--- src/rtl/acc_pkg.sv ---
// Shared encodings for the accumulator execution stage.
package acc_pkg;

  localparam int DEF_WIDTH = 16;

  typedef enum logic [2:0] {
    OP_LOAD = 3'd0,
    OP_ADD  = 3'd1,
    OP_SUB  = 3'd2,
    OP_AND  = 3'd3,
    OP_OR   = 3'd4,
    OP_XOR  = 3'd5,
    OP_MUL  = 3'd6,
    OP_CLR  = 3'd7
  } op_e;

  typedef enum logic {
    ST_IDLE = 1'b0,
    ST_MUL  = 1'b1
  } state_e;

  typedef struct packed {
    logic z;
    logic n;
    logic c;
    logic v;
  } flags_t;

endpackage

--- src/rtl/acc_exec_unit_if.sv ---
// Request/status bundle between the control sequencer and the accumulator stage.
interface acc_exec_unit_if #(
  parameter int WIDTH = 16
);
  logic             start;
  logic [2:0]       op;
  logic [WIDTH-1:0] operand;
  logic [WIDTH-1:0] acc;
  logic             busy;
  logic             done;
  logic             flag_z;
  logic             flag_n;
  logic             flag_c;
  logic             flag_v;

  modport master (
    output start, op, operand,
    input  acc, busy, done, flag_z, flag_n, flag_c, flag_v
  );

  modport slave (
    input  start, op, operand,
    output acc, busy, done, flag_z, flag_n, flag_c, flag_v
  );
endinterface

--- src/rtl/acc_alu_comb.sv ---
// Single-cycle ALU: result plus carry/borrow and signed overflow.
module acc_alu_comb
  import acc_pkg::*;
#(
  parameter int WIDTH = DEF_WIDTH
) (
  input  logic [WIDTH-1:0] a,
  input  logic [WIDTH-1:0] b,
  input  op_e              op,
  output logic [WIDTH-1:0] res,
  output logic             c,
  output logic             v
);

  logic [WIDTH:0] sum;
  logic [WIDTH:0] diff;

  // Extended add/sub so the top bit carries out carry resp. borrow.
  always_comb begin
    sum  = {1'b0, a} + {1'b0, b};
    diff = {1'b0, a} - {1'b0, b};
    res  = a;
    c    = 1'b0;
    v    = 1'b0;
    unique case (op)
      OP_LOAD: res = b;
      OP_ADD: begin
        res = sum[WIDTH-1:0];
        c   = sum[WIDTH];
        v   = (a[WIDTH-1] == b[WIDTH-1]) && (sum[WIDTH-1] != a[WIDTH-1]);
      end
      OP_SUB: begin
        res = diff[WIDTH-1:0];
        c   = diff[WIDTH];
        v   = (a[WIDTH-1] != b[WIDTH-1]) && (diff[WIDTH-1] != a[WIDTH-1]);
      end
      OP_AND:  res = a & b;
      OP_OR:   res = a | b;
      OP_XOR:  res = a ^ b;
      OP_MUL:  res = a;            // handled by the iterative path
      OP_CLR:  res = '0;
    endcase
  end

endmodule

--- src/rtl/acc_exec_unit.sv ---
// Accumulator execution stage: single-cycle ALU ops plus iterative shift-add MUL.
module acc_exec_unit
  import acc_pkg::*;
#(
  parameter int WIDTH     = DEF_WIDTH,
  parameter int MUL_ITERS = WIDTH
) (
  input  logic           clk,
  input  logic           rst_n,
  acc_exec_unit_if.slave bus
);

  localparam int CW = (MUL_ITERS > 1) ? $clog2(MUL_ITERS) : 1;
  localparam logic [CW-1:0] CNT_LAST = CW'(MUL_ITERS - 1);

  state_e             state_q, state_d;
  logic [WIDTH-1:0]   acc_q, acc_d;
  logic               busy_q, busy_d;
  logic               done_q, done_d;
  flags_t             flags_q, flags_d;
  logic [WIDTH-1:0]   mcand_q, mcand_d;
  logic [WIDTH-1:0]   mplier_q, mplier_d;
  logic [2*WIDTH-1:0] prod_q, prod_d;
  logic [CW-1:0]      cnt_q, cnt_d;

  logic [WIDTH-1:0]   alu_res;
  logic               alu_c;
  logic               alu_v;
  logic [2*WIDTH-1:0] prod_sum;
  op_e                op_in;

  assign op_in = op_e'(bus.op);

  acc_alu_comb #(.WIDTH(WIDTH)) u_alu (
    .a   (acc_q),
    .b   (bus.operand),
    .op  (op_in),
    .res (alu_res),
    .c   (alu_c),
    .v   (alu_v)
  );

  // Partial product for this iteration, including the current add.
  always_comb begin
    prod_sum = prod_q;
    if (mplier_q[0])
      prod_sum = prod_q + ({{WIDTH{1'b0}}, mcand_q} << cnt_q);
  end

  // Next-state: accept in IDLE, iterate in MUL, write acc + flags on completion.
  always_comb begin
    state_d  = state_q;
    acc_d    = acc_q;
    busy_d   = busy_q;
    done_d   = 1'b0;
    flags_d  = flags_q;
    mcand_d  = mcand_q;
    mplier_d = mplier_q;
    prod_d   = prod_q;
    cnt_d    = cnt_q;
    case (state_q)
      ST_IDLE: begin
        if (bus.start) begin
          if (op_in == OP_MUL) begin
            // Multiplicand is the current acc; operand only sampled here.
            mcand_d  = acc_q;
            mplier_d = bus.operand;
            prod_d   = '0;
            cnt_d    = '0;
            busy_d   = 1'b1;
            state_d  = ST_MUL;
          end else begin
            acc_d   = alu_res;
            flags_d = '{z: (alu_res == '0), n: alu_res[WIDTH-1], c: alu_c, v: alu_v};
            done_d  = 1'b1;
          end
        end
      end
      ST_MUL: begin
        prod_d   = prod_sum;
        mplier_d = mplier_q >> 1;
        cnt_d    = cnt_q + 1'b1;
        if (cnt_q == CNT_LAST) begin
          acc_d   = prod_sum[WIDTH-1:0];
          flags_d = '{z: (prod_sum[WIDTH-1:0] == '0), n: prod_sum[WIDTH-1],
                      c: (prod_sum[2*WIDTH-1:WIDTH] != '0), v: 1'b0};
          busy_d  = 1'b0;
          done_d  = 1'b1;
          state_d = ST_IDLE;
        end
      end
      default: begin
        busy_d  = 1'b0;
        state_d = ST_IDLE;
      end
    endcase
  end

  // State registers; async reset abandons any MUL in flight.
  always_ff @(posedge clk or negedge rst_n) begin
    if (!rst_n) begin
      state_q  <= ST_IDLE;
      acc_q    <= '0;
      busy_q   <= 1'b0;
      done_q   <= 1'b0;
      flags_q  <= '0;
      mcand_q  <= '0;
      mplier_q <= '0;
      prod_q   <= '0;
      cnt_q    <= '0;
    end else begin
      state_q  <= state_d;
      acc_q    <= acc_d;
      busy_q   <= busy_d;
      done_q   <= done_d;
      flags_q  <= flags_d;
      mcand_q  <= mcand_d;
      mplier_q <= mplier_d;
      prod_q   <= prod_d;
      cnt_q    <= cnt_d;
    end
  end

  assign bus.acc    = acc_q;
  assign bus.busy   = busy_q;
  assign bus.done   = done_q;
  assign bus.flag_z = flags_q.z;
  assign bus.flag_n = flags_q.n;
  assign bus.flag_c = flags_q.c;
  assign bus.flag_v = flags_q.v;

endmodule

--- src/flat_wrapper.sv ---
// flat-port wrapper written by rule: the top's interface ports become plain ports
module acc_exec_unit_flat import acc_pkg::*;
#(
  parameter int WIDTH     = DEF_WIDTH,
  parameter int MUL_ITERS = WIDTH
)
  (clk, rst_n, bus_start, bus_op, bus_operand, bus_acc, bus_busy, bus_done, bus_flag_z, bus_flag_n, bus_flag_c, bus_flag_v);
  acc_exec_unit_if #(.WIDTH(WIDTH)) bus_i ();
  input  logic clk;
  input  logic rst_n;
  input wire logic [$bits(bus_i.start)-1:0] bus_start;
  input wire logic [$bits(bus_i.op)-1:0] bus_op;
  input wire logic [$bits(bus_i.operand)-1:0] bus_operand;
  output wire logic [$bits(bus_i.acc)-1:0] bus_acc;
  output wire logic [$bits(bus_i.busy)-1:0] bus_busy;
  output wire logic [$bits(bus_i.done)-1:0] bus_done;
  output wire logic [$bits(bus_i.flag_z)-1:0] bus_flag_z;
  output wire logic [$bits(bus_i.flag_n)-1:0] bus_flag_n;
  output wire logic [$bits(bus_i.flag_c)-1:0] bus_flag_c;
  output wire logic [$bits(bus_i.flag_v)-1:0] bus_flag_v;
  assign bus_i.start = bus_start;
  assign bus_i.op = bus_op;
  assign bus_i.operand = bus_operand;
  assign bus_acc = bus_i.acc;
  assign bus_busy = bus_i.busy;
  assign bus_done = bus_i.done;
  assign bus_flag_z = bus_i.flag_z;
  assign bus_flag_n = bus_i.flag_n;
  assign bus_flag_c = bus_i.flag_c;
  assign bus_flag_v = bus_i.flag_v;
  acc_exec_unit #(.WIDTH(WIDTH), .MUL_ITERS(MUL_ITERS)) u_core (.clk(clk), .rst_n(rst_n), .bus(bus_i));
endmodule
--- config.mk ---
export PLATFORM = sky130hd
export DESIGN_NAME = acc_exec_unit_flat
export DESIGN_NICKNAME = d
export VERILOG_FILES = /design/src/rtl/acc_pkg.sv /design/src/rtl/acc_exec_unit_if.sv /design/src/rtl/acc_alu_comb.sv /design/src/rtl/acc_exec_unit.sv /design/src/flat_wrapper.sv
export SDC_FILE = /design/constraint.sdc
export NUM_CORES = 1
export LEC_CHECK = 0
export ABC_AREA = 1
export CORE_MARGIN = 10
export CORE_UTILIZATION = 30
export DETAILED_ROUTE_END_ITERATION = 6
export PLACE_DENSITY = 0.45
export RECOVER_POWER = 25
export SKIP_CTS_REPAIR_TIMING = 1
export SLEW_MARGIN = 10
export SYNTH_ARGS = -nofsm -noshare
export SYNTH_HDL_FRONTEND = slang
export SYNTH_HIERARCHICAL = 1
export SYNTH_SLANG_ARGS = --single-unit
--- constraint.sdc ---
create_clock -name clk -period 9.5 [get_ports clk]
set_clock_uncertainty 0.05 [all_clocks]
set_input_delay 2.85 -clock clk [delete_from_list [all_inputs] [get_ports clk]]
set_output_delay 2.85 -clock clk [all_outputs]
set_load 0.01 [all_outputs]
* Word level (Yosys, flattened, before mapping)
Index checks and enable logic that the tools add are counted.
Operators by class: equal/unequal tests 16, shifts and indexed selects 1, reduce and logical (&&, ||, !) cells 10, mux-type cells 33, add/subtract/negate cells 4, bitwise logic cells 4
Operators with widths (count):
- $pmux 16 s8 | 1
- $mux 32 | 3
- $mux 16 | 5
- $pmux 16 s2 | 2
- $pmux 32 s2 | 1
- $add 32x32->32 | 1
- $logic_not 16->1 | 2
- $shl 16x4->32 | 1
- $mux 4 | 5
- $add 16x16->17 | 1
- $sub 16x16->17 | 1
- $and 16x16->16 | 1
- $or 16x16->16 | 1
- $pmux 4 s2 | 2
- $reduce_bool 16->1 | 1
- $xor 16x16->16 | 1
- $eq 3x3->1 const B | 4
- $pmux 1 s2 | 5
- $mux 1 | 9
- $reduce_and 3->1 | 3
- $eq 3x2->1 const B | 2
- $ne 2x2->1 const B | 3
- $add 4x1->4 const B | 1
- $eq 4x4->1 const B | 1
- 8 further kinds | 11
Word-level totals: logic and storage cells 80, register bits after elaboration 91, input port bits 22, output and inout port bits 22

* Longest topological paths before layout
Gate-level depths: netlist of run 1.
word-level depth 7, mapped depth 30

* Hierarchy
Netlist of run 1, hierarchy kept.
Modules (own cells, without submodules):
- acc_exec_unit | cells each 1175, area each 7233.2 µm², times used 1
- acc_alu_comb | cells each 567, area each 3017.9 µm², times used 1

* Worst setup path after synthesis of run 1
No wires, ideal clock.
path type input -> register, start point input bus_operand[0], end point register u_core.flags_q, in the netlist u_core/bus.flag_z, setup slack 4532 ps, data arrival time 4840 ps, cell stages on the path 16, required time 9373 ps, cell sequence ha_1 > inv_1 > fa_1 > inv_1 > nand4_1 > nand2_1 > nand2_1 > nand2_1 > nand2_1 > nand3_1 > nand4_1 > or2_2 > nor3_1 > nor3b_1 > a41oi_1 > a21oi_1
On the way: word-level cells in the longest chain between the ends 6, elaborated cells between the ends (all ways) 10, classes of those cells 2 x add/sub; 4 x mux; 3 x bitwise; 1 x reduce/logical
RTL lines:
- from (decl) | RTL line flat_wrapper.sv:13 | input wire logic [$bits(bus_i.operand)-1:0] bus_operand;
- $sub 16x16->17 / $add 16x16->17 (equally long branches) | RTL line acc_alu_comb.sv:21, acc_alu_comb.sv:20
- $pmux 16 s8 (*) | RTL line acc_alu_comb.sv:25 | unique case (op)
- via u_core.alu_res[14] | RTL line acc_exec_unit.sv:26 | logic [WIDTH-1:0] alu_res;
- $logic_not 16->1 (*) | RTL line acc_exec_unit.sv:74 | flags_d = '{z: (alu_res == '0), n: alu_res[WIDTH-1], c: alu_c, v: alu_v};
- $mux 4 (*) | RTL line acc_exec_unit.sv:64 | if (op_in == OP_MUL) begin
- $mux 4 (*) | RTL line acc_exec_unit.sv:63 | if (bus.start) begin
- $pmux 4 s2 (*) | RTL line acc_exec_unit.sv:61 | case (state_q)
- to (signal assigned) | RTL line acc_exec_unit.sv:116 | flags_q <= flags_d;
- to (decl) | RTL line acc_exec_unit.sv:20 | flags_t flags_q, flags_d;
The timed path passes the listed nets; every way through them passes the cells marked *. The select of a mux whose other input is x is not followed. A chain may end at the register's enable or synchronous reset.

==> summary.md, run 1 <==
| Metric | Value |
|---|---|
| WS Path Type | `in2async` |
| Total GRT Usage | `0.185` |
| Crit path max-delay cell type | `clkbuf_1` |
| Total CTS buffers | `9` |
| Initial drt markers | `1017` |
| CTS clock-pin slew for the worst setup and hold paths | `about 70 ps` |
| Crit path launch type | `primary input` |
| Worst ir drop on vdd | `0.000141 V` |
| P_int | `about 1.9 mW` |
| Finished Cell Area | `11300 µm²` |
| Gpl congestion | `0.917` |
| Die area | `42000 µm²` |
| GR Overflow Total | `0` |
| Synthesized flop and latch total | `90` |
| Register-to-Register Path Depth | `21` |
| Status | `finished with violations` |
| Data required time of the worst path | `just over 9000 ps` |
| First-pass GRT wire length | `60400 µm` |
| WP data arrival | `6660 ps` |
| Routed WL | `approximately 39000 µm` |
| Core box area | `33600 µm²` |
| R2R Setup Slk | `5060 ps` |
| Nets | `about 1.9k` |
| Worst reg2reg path startpoint | `u_core/cnt_q[0]$_DFFE_PN0P_` |
| CP most frequent cell | `clkbuf_1` |
| Port bufs | `43` |
| Post-synth EDFFs | `0` |
| Slew Viols, Final | `93` |
| Syn. warnings | `6` |
| Antenna Cells | `0` |
| Failing checks | `capacitance limit, slew limit` |
| Slew Limit Headroom | `-0.745` |
| Hold endpoint | `u_core/mplier_q[2]$_DFFE_PN0P_` |
| Clock share of power | `0.092` |
| Post-Layout Cell Count | `roughly 2.2k` |
| Final setup violation count | `0` |
| Min Hold Slack | `434 ps` |
| Worst min path class | `reg2reg` |
| Largest net degree at the start of global routing | `47` |
| Fin crit share | `0.716` |
| Worst slew pin tran | `2620 ps` |
| Placed cell area | `11000 µm²` |
| Clk buf depth | `2` |
| Die Width | `205 µm` |
| Clock Latency Late Sink | `between 300 and 400 ps` |
| Post-route setup slack | `2700 ps` |
| Post-layout util | `0.338` |
| Pre-antenna DRT Iters | `5` |
| Sw frac | `0.579` |
| Total power | `4.42 mW` |
| H-tree Lvls | `3` |
| Yosys cell types | `51` |
| DR DRC count | `0` |
| Share of cells above drive strength 1 | `0.0474` |
| Post-synthesis cell area | `10300 µm²` |
| Post-Synthesis Cells | `around 1.7k` |
| Setup TNS Final | `0 ps` |
| Max cap viols | `2` |
| Via count | `10.8k` |
| Syn Nets | `1850` |
| Fin crit period | `approximately 6800 ps` |
| Switching power | `around 2.6 mW` |
| Routed len/inst | `17.8 µm` |
| Vias/cell | `4.90` |
| Worst setup EP type | `asynchronous set/reset pin` |
| Die H | `between 200 and 250 µm` |
| Number of global-route vias before repair | `10.2k` |
| P_leak | `6.12 nW` |
| Area growth, synth to finish | `10.7%` |
| Comb power frac | `0.726` |
| Seq/Total Area, Yosys | `0.220` |
| Crit Path Max Fanout | `46` |
| Synth Flop Type | `dfrtp_1` |
| Sequential share of power | `0.181` |
| Post-route ant nets | `0` |
| Hold path depth | `2` |
| Reg2reg end | `u_core/bus.flag_c$_DFFE_PN0P_` |
| Final hold vios | `0` |
| Initial Util | `0.305` |
| Crit path cell chain | `clkbuf_1 > clkbuf_1` |
| Pwr Density | `roughly 400 nW/µm²` |
| CTS root buf | `clkbuf_16` |
| Initial antenna violation count | `0` |
| Avg Cell Area, Syn | `5.88 µm²` |
| CTS tree | `built` |
| Slowest stage delay, CP | `about 2000 ps` |
| Dpl ws | `3340 ps` |
| Hold Startpoint | `u_core/mplier_q[2]$_DFFE_PN0P_` |
| WP buf/inv | `2` |
| FFs w/ async S/R, synth | `1.00` |
| CTS sink cnt | `90` |
| RSZ-0062 raised after global routing | `false` |
| Crit path max-delay family | `buffers and inverters` |
| Inst Count DP | `2183` |
| Ports | `44` |
| FP Rows | `67` |
| Detail Placement HPWL | `31000 µm` |
| Peak Freq | `roughly 150 MHz` |
## power groups by stage
stage / registers, mW / clock network [mW] / logic (mW)
floorplan: 0.699 / 0 / 2.31
global placement: 0.811 / 0 / 3.20
detailed placement: 0.807 / 0 / 3.20
CTS: 0.802 / 0.419 / 3.23
global route: 0.829 / 0.433 / 3.64
finish: 0.801 / 0.408 / 3.21
## logic make-up (layout without fill, tap and decap cells)
family / count (synthesis) / in the layout / synth area share
simple gates: 965 / 965 / 0.394
buf+inv: 343 / 352 / 0.132
compound gates: 242 / 242 / 0.134
flops: 90 / 90 / 0.220
fa+ha+maj: 86 / 86 / 0.107
xor+xnor: 14 / 14 / 0.0120
mux: 2 / 2 / 0.00195
## placed cells by master (no fill, tap or decap), types with 5 or more instances in the layout
cell type        instances
a22o_1                   9
nand3_1                117
nor2_2                  11
a31oi_1                  6
nor2_1                 152
o21ai_1                  7
clkbuf_16                9
clkdlybuf4s50_1         42
nand2_1                608
buf_4                    7
ha_1                    83
inv_1                  270
dfrtp_1                 90
nor3_1                  11
a21oi_1                 68
xnor2_1                 11
nand2_2                 10
o21ai_0                105
nor4_1                   5
nand4_1                 19
or2_2                    8
nand3_2                  7
a211oi_1                 7
inv_2                   15
o22ai_1                 16
## per-layer routing
metal | vias up | share of wire | GRT usage
met1 | 5008 | 0.48 | 0.260
met2 | 248 | 0.46 | 0.304
met4 | 0 | 0.0082 | 0.0265
met5 | - | 0 | 0
li1 | 5486 | - | -
met3 | 24 | 0.046 | 0.0202
## cell usage after synthesis, types with 4 or more instances
| cell | count | area, µm² |
|---|---|---|
| a211oi_1 | 7 | 52.6 |
| a21oi_1 | 68 | 340 |
| a22o_1 | 9 | 78.8 |
| a31oi_1 | 6 | 37.5 |
| and2_1 | 4 | 25.0 |
| buf_2 | 14 | 70.1 |
| buf_4 | 8 | 60.1 |
| clkbuf_1 | 30 | 113 |
| dfrtp_1 | 90 | 2250 |
| ha_1 | 83 | 1040 |
| inv_1 | 270 | 1010 |
| inv_2 | 15 | 56.3 |
| nand2_1 | 608 | 2280 |
| nand2_2 | 10 | 62.6 |
| nand3_1 | 117 | 586 |
| nand3_2 | 7 | 70.1 |
| nand4_1 | 19 | 119 |
| nor2_1 | 153 | 574 |
| nor2_2 | 10 | 62.6 |
| nor3_1 | 11 | 55.1 |
| nor4_1 | 5 | 31.3 |
| o211ai_1 | 4 | 30.0 |
| o21ai_0 | 105 | 526 |
| o21ai_1 | 7 | 35.0 |
| o21bai_1 | 4 | 30.0 |
| o22ai_1 | 16 | 100 |
| or2_2 | 8 | 50.1 |
| xnor2_1 | 11 | 96.3 |
## layout make-up
type,instances,area (µm²)
fill,3824,22300
multi-input combinational,1309,6650
sequential,90,2250
inverter,285,1070
tap,448,561
timing repair buffer,51,480
clock buffer,10,239
clock inverter,6,93.8
## flip-flops by register name, indices dropped and copies added, names as in the netlist, 4 cells and up
| name | flops |
|---|---|
| u_core/prod_q | 32 |
| u_core/bus.acc | 16 |
| u_core/mcand_q | 16 |
| u_core/mplier_q | 16 |
| u_core/cnt_q | 4 |
## worst reg2reg max path, stage by stage, from the launching register on
cell and delay, ps:
dfrtp_1 970, o21ai_0 350, o21ai_0 390, o21ai_0 180, nand2_1 130, o21ai_0 180, ha_1 450, nand2_2 120
nor2_2 170, nand3_1 110, nand3b_1 230, nand2_1 130, nand2_1 90, nand2_1 50, nand3_1 90, nand2_1 90
nor2_1 90, nand2_1 60, nor2_1 150, nand2_1 150, nand2_1 90, nand2_1 40
## worst max path at each step
stage / from / to / slack, ps / depth (start not counted)
global placement: bus_operand[9] / u_core/bus.flag_z$_DFFE_PN0P_ / 3480 / 16
finish: rst_n / u_core/bus.acc[8]$_DFFE_PN0P_ / 2700 / 2
global route: rst_n / u_core/bus.acc[9]$_DFFE_PN0P_ / 1830 / 2
CTS: bus_operand[9] / u_core/bus.flag_z$_DFFE_PN0P_ / 3700 / 16
detailed placement: bus_operand[9] / u_core/bus.flag_z$_DFFE_PN0P_ / 3340 / 16
floorplan: bus_operand[0] / u_core/bus.flag_z$_DFFE_PN0P_ / 4530 / 16
(Power assumes the default switching activity.)
==> run 2, diff against run 1 <==
clock period = 6.85 ns   (was 9.5 ns; I/O delays follow)
==> summary.md, run 2 (synthesized netlist as in run 1, its figures left out) <==
| Metric | Value |
|---|---|
| FP Rows | `67 (unchanged)` |
| Hold path depth | `2 (unchanged)` |
| Routed len/inst | `17.7 µm (-0.77%)` |
| Total power | `6.14 mW (+39%)` |
| Worst ir drop on vdd | `0.000165 V (+17%)` |
| Worst setup EP type | `asynchronous set/reset pin` |
| Register-to-Register Path Depth | `19 (-9.5%)` |
| Initial antenna violation count | `0 (unchanged)` |
| Initial Util | `0.305 (unchanged)` |
| Die H | `205 µm (unchanged)` |
| Hold endpoint | `u_core/mplier_q[14]$_DFFE_PN0P_` |
| Vias/cell | `4.86 (-0.81%)` |
| Clock Latency Late Sink | `360 ps (about the same)` |
| CTS tree | `built` |
| DR DRC count | `0 (unchanged)` |
| Port bufs | `43 (unchanged)` |
| Fin crit share | `0.709` |
| CTS root buf | `clkbuf_16` |
| Multi-input gate area | `6650 µm² (unchanged)` |
| Via count | `10.7k (-0.81%)` |
| Slowest stage delay, CP | `1780 ps (-170 ps)` |
| CTS clock-pin slew for the worst setup and hold paths | `80 ps (about the same)` |
| Max reg flops | `32 (unchanged)` |
| Worst min path class | `reg2reg` |
| RSZ-0062 raised after global routing | `false` |
| Total CTS buffers | `9 (unchanged)` |
| Pwr Density | `542 nW/µm² (+39%)` |
| Initial drt markers | `1015 (-0.20%)` |
| Core box area | `33600 µm² (unchanged)` |
| Antenna Cells | `0 (unchanged)` |
| Worst reg2reg path startpoint | `u_core/cnt_q[0]$_DFFE_PN0P_` |
| Pre-antenna DRT Iters | `6 (+1)` |
| Commonest cells after routing, fill and taps aside | `608 x nand2_1, 270 x inv_1, 152 x nor2_1` |
| Slew Limit Headroom | `-0.717 (+0.0281)` |
| First-pass GRT wire length | `60200 µm (-0.43%)` |
| Number of global-route vias before repair | `10.2k (+0.27%)` |
| Setup TNS Final | `0 ps (unchanged)` |
| Gpl congestion | `0.934 (+1.9%)` |
| WP data arrival | `5080 ps (-1580 ps)` |
| Commonest non-fill, non-tap cell in the layout | `nand2_1` |
| WP buf/inv | `2 (unchanged)` |
| GR Overflow Total | `0 (unchanged)` |
| Total GRT Usage | `0.184 (-0.000596)` |
| Final hold vios | `0 (unchanged)` |
| Fin crit period | `4860 ps` |
| Max cap viols | `1 (-1)` |
| Data required time of the worst path | `7080 ps (-2270 ps)` |
| Largest net degree at the start of global routing | `47 (unchanged)` |
| Area growth, synth to finish | `10.7% (about the same)` |
| Crit Path Max Fanout | `46 (unchanged)` |
| CTS sink cnt | `90 (unchanged)` |
| Crit path cell chain | `clkbuf_1 > clkbuf_2` |
| Worst slew pin tran | `2570 ps (-42.2 ps)` |
| Peak Freq | `slightly above 200 MHz` |
| Hold Startpoint | `u_core/mplier_q[14]$_DFFE_PN0P_` |
| H-tree Lvls | `3 (unchanged)` |
| P_leak | `6.12 nW (+0.11%)` |
| Failing checks | `capacitance limit, slew limit` |
| Nets | `1855 (+0.054%)` |
| Crit path max-delay cell type | `clkbuf_1` |
| Routed WL | `38900 µm (-0.77%)` |
| Finished Cell Area | `11300 µm² (about the same)` |
| Status | `finished with violations` |
| Slew Viols, Final | `47 (-49%)` |
| Post-route ant nets | `0 (unchanged)` |
| Die area | `42000 µm² (unchanged)` |
| Clk buf depth | `2 (unchanged)` |
| Top reg by flops | `u_core/prod_q` |
| Die Width | `205 µm (unchanged)` |
| Ports | `44 (unchanged)` |
| Placed cell area | `11000 µm² (about the same)` |
| R2R Setup Slk | `2390 ps (-2670 ps)` |
| Crit path launch type | `primary input` |
| Crit path max-delay family | `buffers and inverters` |
| WS Path Type | `in2async` |
| Detail Placement HPWL | `31000 µm (about the same)` |
| Final setup violation count | `0 (unchanged)` |
| Share of cells above drive strength 1 | `0.0480 (+0.000571)` |
| Register Area | `2250 µm² (unchanged)` |
| Layout fillers | `3824 (unchanged)` |
| Reg2reg end | `u_core/bus.flag_c$_DFFE_PN0P_` |
## run 2: cell count changes in the layout (fill, tap and decap cells not counted), sizes merged
cell	change
clkbuf	-1
clkinv	+1
buf	+1
clkinvlp	-1
## run 2: cell type report
type                            instances  area share
Clock buffer                            9      0.0199
Clock inverter                          6     0.00860
Inverter                              285      0.0943
Multi-Input combinational cell       1309       0.586
Sequential cell                        90       0.199
Tap cell                              448      0.0494
Timing Repair Buffer                   52      0.0431
## run 2: layer usage
metal	GRT usage	up-vias	share of wire
met5	0	-	0
met4	0.0344	0	0.011
met3	0.0224	26	0.038
met2	0.296	217	0.45
met1	0.261	4961	0.50
li1	-	5475	-
## run 2: metrics by stage
| stage | hold slack [ps] | util | setup WS, ps | std cells |
|---|---|---|---|---|
| floorplan | 399 | - | 2680 | 1742 |
| global placement | 418 | 0.328 | 1750 | 2184 |
| detailed placement | 416 | 0.328 | 1650 | 2184 |
| CTS | 436 | 0.338 | 2010 | 2199 |
| global route | 451 | 0.337 | 1300 | 2199 |
| finish | 434 | 0.337 | 1990 | 2199 |
## run 2: power by group
group | switching, mW | total (mW) | leakage, nW | internal, mW
Clock | 0.239 | 0.563 | 0.158 | 0.324
Sequential | 0.338 | 1.11 | 1.11 | 0.770
Combinational | 2.99 | 4.47 | 4.85 | 1.48
Total | 3.57 | 6.14 | 6.12 | 2.58
## run 2: worst max-delay path by stage
| stage | startpoint | endpoint | slack, ps | cells past startpoint |
|---|---|---|---|---|
| after floorplan | bus_operand[0] | u_core/bus.flag_z$_DFFE_PN0P_ | 2680 | 16 |
| after global placement | bus_operand[9] | u_core/bus.flag_z$_DFFE_PN0P_ | 1750 | 16 |
| after detailed placement | bus_operand[9] | u_core/bus.flag_z$_DFFE_PN0P_ | 1650 | 16 |
| after CTS | bus_operand[9] | u_core/bus.flag_z$_DFFE_PN0P_ | 2010 | 16 |
| after global routing | rst_n | u_core/bus.acc[5]$_DFFE_PN0P_ | 1300 | 2 |
| final | rst_n | u_core/prod_q[31]$_DFFE_PN0P_ | 1990 | 2 |
## run 2: worst register-to-register path: stages, from the launching register on
cell and delay [ps]:
dfrtp_1 990, o21ai_0 420, o21ai_0 240, inv_1 80
o21ai_0 370, nor2_1 150, ha_1 500, nand2_1 130
inv_1 90, nand2_1 110, nor3_1 240, nand3_1 150
nand4_1 100, nand3_1 130, nand2_1 120, nand3_1 110
nor2_1 100, nand2_1 140, nand2_1 90, nand2_1 50
